<file path="config.mk">
export PLATFORM = sky130hd
export DESIGN_NAME = regfile_wr_arb
export DESIGN_NICKNAME = d
export VERILOG_FILES = /design/src/rtl/regfile_wr_arb.sv
export SDC_FILE = /design/constraint.sdc
export NUM_CORES = 1
export LEC_CHECK = 0
export ABC_CLOCK_PERIOD_IN_PS = 3580
export CAP_MARGIN = 40
export CORE_MARGIN = 1.5
export CORE_UTILIZATION = 43
export CTS_CLUSTER_DIAMETER = 200
export DETAILED_ROUTE_END_ITERATION = 7
export PLACE_DENSITY = 0.78
export SYNTH_ARGS = -nofsm -noshare
export SYNTH_HDL_FRONTEND = slang
export SYNTH_SLANG_ARGS = --single-unit
</file>
<file path="constraint.sdc">
create_clock -name clk_i -period 3.58 [get_ports clk_i]
set_input_delay 0.716 -clock clk_i [delete_from_list [all_inputs] [get_ports clk_i]]
set_output_delay 0.716 -clock clk_i [all_outputs]
set_load 0.05 [all_outputs]
</file>
<file path="src/rtl/regfile_wr_arb.sv">
// Register-file write-port arbiter: WB always wins, long-latency results wait in a small FIFO.
// Optional pending-register scoreboard is built when REGFILE_WR_ARB_SCOREBOARD_EN is defined.
module regfile_wr_arb #(
    parameter int REG_DATA_WIDTH     = 32,
    parameter int REGFILE_ADDR_WIDTH = 5,
    parameter int REGFILE_DEPTH      = 32,
    parameter int LL_FIFO_DEPTH      = 2,
    parameter int STARVE_LIMIT       = 4
) (
    input  logic                          clk_i,
    input  logic                          resetn_i,
    input  logic                          wb_wr_en_i,
    input  logic [REGFILE_ADDR_WIDTH-1:0] wb_rd_addr_i,
    input  logic [REG_DATA_WIDTH-1:0]     wb_wr_data_i,
    input  logic                          ll_valid_i,
    output logic                          ll_ready_o,
    input  logic [REGFILE_ADDR_WIDTH-1:0] ll_rd_addr_i,
    input  logic [REG_DATA_WIDTH-1:0]     ll_wr_data_i,
    input  logic                          ll_issue_i,
    input  logic [REGFILE_ADDR_WIDTH-1:0] ll_issue_addr_i,
    output logic [REGFILE_DEPTH-1:0]      pend_vec_o,
    output logic                          stall_req_o,
    output logic                          rd_wr_en_o,
    output logic [REGFILE_ADDR_WIDTH-1:0] rd_addr_o,
    output logic [REG_DATA_WIDTH-1:0]     rd_wr_data_o
);

    localparam int PTR_W = (LL_FIFO_DEPTH > 1) ? $clog2(LL_FIFO_DEPTH) : 1;
    localparam int CNT_W = PTR_W + 1;
    localparam int SC_W  = $clog2(STARVE_LIMIT + 1);

    logic [REGFILE_ADDR_WIDTH-1:0] fifo_addr [LL_FIFO_DEPTH];
    logic [REG_DATA_WIDTH-1:0]     fifo_data [LL_FIFO_DEPTH];
    logic [PTR_W-1:0]              wr_ptr, rd_ptr;
    logic [CNT_W-1:0]              count, count_next;
    logic [SC_W-1:0]               starve_cnt;
    logic                          ready_q, stall_q;
    logic                          head_valid, push, pop;
    logic [REGFILE_ADDR_WIDTH-1:0] head_addr;
    logic [REG_DATA_WIDTH-1:0]     head_data;

    assign head_valid = (count != '0);
    assign head_addr  = fifo_addr[rd_ptr];
    assign head_data  = fifo_data[rd_ptr];
    // ready_q mirrors !full, so a full FIFO refuses pushes even while popping
    assign push       = ll_valid_i & ready_q;
    assign count_next = count + CNT_W'(push) - CNT_W'(pop);

    assign ll_ready_o  = ready_q;
    assign stall_req_o = stall_q;

    always_comb begin
        pop          = 1'b0;
        rd_wr_en_o   = 1'b0;
        rd_addr_o    = '0;
        rd_wr_data_o = '0;
        if (resetn_i) begin
            if (wb_wr_en_i) begin
                rd_wr_en_o   = (wb_rd_addr_i != '0);
                rd_addr_o    = wb_rd_addr_i;
                rd_wr_data_o = wb_wr_data_i;
            end else if (head_valid) begin
                // x0 heads are drained without a write
                pop          = 1'b1;
                rd_wr_en_o   = (head_addr != '0);
                rd_addr_o    = head_addr;
                rd_wr_data_o = head_data;
            end
        end
    end

    always_ff @(posedge clk_i) begin
        if (push) begin
            fifo_addr[wr_ptr] <= ll_rd_addr_i;
            fifo_data[wr_ptr] <= ll_wr_data_i;
        end
    end

    always_ff @(posedge clk_i) begin
        if (!resetn_i) begin
            wr_ptr     <= '0;
            rd_ptr     <= '0;
            count      <= '0;
            ready_q    <= 1'b0;
            starve_cnt <= '0;
            stall_q    <= 1'b0;
        end else begin
            if (push) wr_ptr <= wr_ptr + PTR_W'(1);
            if (pop)  rd_ptr <= rd_ptr + PTR_W'(1);
            count   <= count_next;
            ready_q <= (count_next != CNT_W'(LL_FIFO_DEPTH));
            if (head_valid && !pop) begin
                if (starve_cnt != SC_W'(STARVE_LIMIT))
                    starve_cnt <= starve_cnt + SC_W'(1);
                stall_q <= (starve_cnt == SC_W'(STARVE_LIMIT));
            end else begin
                starve_cnt <= '0;
                stall_q    <= 1'b0;
            end
        end
    end

`ifdef REGFILE_WR_ARB_SCOREBOARD_EN
    logic [REGFILE_DEPTH-1:0] pend_q, pend_next;

    // set is applied after clear so a same-cycle re-issue keeps the bit
    always_comb begin
        pend_next = pend_q;
        if (pop)        pend_next[head_addr]       = 1'b0;
        if (ll_issue_i) pend_next[ll_issue_addr_i] = 1'b1;
        pend_next[0] = 1'b0;
    end

    always_ff @(posedge clk_i) begin
        if (!resetn_i) pend_q <= '0;
        else           pend_q <= pend_next;
    end

    assign pend_vec_o = pend_q;
`else
    logic unused_issue;
    assign unused_issue = ^{ll_issue_i, ll_issue_addr_i};
    assign pend_vec_o   = '0;
`endif

endmodule

</file>
==> run metrics <==
EDFF count, synth 74; clock latency on the worst-skew pair 340 ps; Total Routing Usage GR 0.1715; R2R depth 9; slowest stage delay, CP 430 ps; Synth Cell Area 3732 sq um; VDD IR max 0.0002738 V; Slew Limit Fails 0; Vias/cell 4.810; met3 usage 0.04660; commonest cells after routing, fill and taps aside clkdlybuf4s50_1 (79), edfxtp_1 (74), nand2_1 (41), buf_12 (39), mux2i_1 (37); Global Route met2 Usage 0.3110; Mapped Avg Cell Area 13.05 sq um; Clock Sinks 84; Site Rows 33; GR Util met1 0.1894; first-pass GRT wire length 11720 um; H-Tree Depth 3; HPWL after detailed placement 5494 um; CTS root buf clkbuf_8; ranking of synthesized cells by area edfxtp_1 (60%), mux2i_1 (9.9%), buf_4 (7.0%); leading cell type in the layout, fill and taps excluded clkdlybuf4s50_1; Iter 0 DRT Violations 66; CTS tree done; Net count, final 493; Worst EP arrival 2350 ps; grt total ovfl 0; Hold WS 519.0 ps; #FFs+latches synth 84; DR pass1 iterations 4; Final TNS setup 0 ps; die height 96.17 um; Via Count 2477; clk slew on worst S/H paths 80 ps; pin count of the biggest net entering global routing 40; Synth top area share 0.5954; IO buf count 117; Max Root-Sink Buffers 2; Top FF cell, synth edfxtp_1; Worst EP required 2860 ps; Max Cap Viol 0; DRC 0; Slew @ Worst Pin 647.7 ps; Max Fclk 325.8 MHz; Fin Clk Skew 7.912 ps; GPL Wtd Cong 0.6997; CP startpoint kind primary input; ANT cells 0; Reg-to-Reg End ll_ready_o; Slew HR 0.5682; CP Buf/Inv Count 2; vias in the first global route 2528; most area-hungry cell type in the Yosys netlist edfxtp_1; Routed WL 7430 um; leak pwr 1.948 nW; Inst Count DP 499; initial antenna violation count 0; WHS Path Cells 2; Crit. End Element output port; status finished, final reports clean; Die X-Extent 96.17 um; die area 9248 sq um; total CTS buffers 9; CP top delay family buffers and inverters; share of cells above drive strength 1 0.1512; cells after synthesis 286; hold-fix buffers at CTS 0; Core ar. 8299 sq um; GRT busiest layer met2; worst path cell trace clkdlybuf4s50_1, o21bai_2, or2_4, o21ai_0, buf_12; Post-Layout Cell Count 515; Post-synth ARST share 0; Hold Crit Class reg -> reg; sequential share of the synthesized area 0.6490; starting density of the core 0.4497; YS warnings 0; Layout Utilization 0.6572; post-CTS sizing 0; R2R Setup Slk 1500 ps; part of the cycle the worst path needs 0.8572; final hold vios 0; Final ANT Viol Nets 0; Routed WL per cell 14.43 um; stages on the worst setup path 5; CP max FO 39; Worst Min Path Start rd_ptr; distinct cell type count of the synthesized netlist 31; WS Path Type in -> out; Post-CTS Setup Inserts 0; Area growth syn-to-layout 46.13%; RSZ-0062 raised after global routing false; pwr dens 493.2 nW/um^2; Crit-path slowest cell clkdlybuf4s50_1; I/O Pins 156; final setup vio count 0; worst r2r src count[1]; crit path time final 3069 ps
final cells by class:
| class | instances | area, sq um |
|---|---|---|
| sequential | 84 | 2424 |
| multi-input combinational | 183 | 1086 |
| timing repair buffer | 122 | 1622 |
| clock buffer | 9 | 123.9 |
| clock inverter | 7 | 48.80 |
| fill | 611 | 2845 |
| inverter | 5 | 18.77 |
| tap | 105 | 131.4 |
worst max path at each step:
stage	start	end	slack, ps
finish	wb_wr_en_i	rd_wr_data_o[14]	510
detailed placement	resetn_i	rd_wr_data_o[14]	490
global placement	resetn_i	rd_wr_data_o[23]	500
CTS	wb_wr_en_i	rd_wr_data_o[14]	490
floorplan	wb_wr_en_i	rd_addr_o[0]	450
global route	wb_wr_en_i	rd_wr_data_o[19]	390
cell usage after synthesis (all sizes together) (2+ instances only):
cell	count
mux2i	37
edfxtp	74
and2	2
nor2	9
o21ai	40
ha	4
xor2	3
nor3	2
xnor2	2
buf	40
inv	5
dfxtp	10
nand2	41
clkbuf	5
kinds of logic after synthesis:
| logic type | synth area share |
|---|---|
| flops | 0.6490 |
| simple gates | 0.06973 |
| buf+inv | 0.09353 |
| compound gates | 0.06235 |
| mux | 0.09923 |
| xor+xnor | 0.01174 |
| fa+ha+maj | 0.01341 |
| other cells | 0.001005 |
metal layers:
metal  vias to the layer above  routed length (um)
met1                      1149                2869
met4                         0                 118
met2                       120                3808
li1                       1195                   -
met5                         -                   0
met3                        13                 633
where the power goes:
group          switching, mW  total (mW)  internal (mW)
Combinational          0.486       0.874          0.389
Sequential            0.0624        1.22           1.16
Clock                  0.336       0.591          0.255
Total                  0.884        2.69           1.81
registers in the layout, summed over array words and instances, names as in the netlist, named ones only:
signal and flops:
fifo_data 64, wr_ptr 1, ll_ready_o 1, rd_ptr 1
count 2, starve_cnt 3, stall_req_o 1, fifo_addr 10
worst reg2reg max path: stages (launching register included):
cell and delay (ps):
dfxtp_1 340, o21bai_2 170, or2_4 410, inv_1 90
ha_1 280, inv_1 40, ha_1 180, xor2_1 150
xnor2_1 140, o21a_1 170
per-stage QoR:
step | setup slack, ps | instance area, sq um | total power, mW
floorplan | 445.7 | 3849 | 1.780
global placement | 500.8 | 5254 | 2.106
detailed placement | 493.3 | 5281 | 2.131
CTS | 492.8 | 5454 | 2.719
global route | 394.1 | 5454 | 2.810
finish | 511.1 | 5454 | 2.690
No activity file was read; power rests on OpenSTA's default activity.
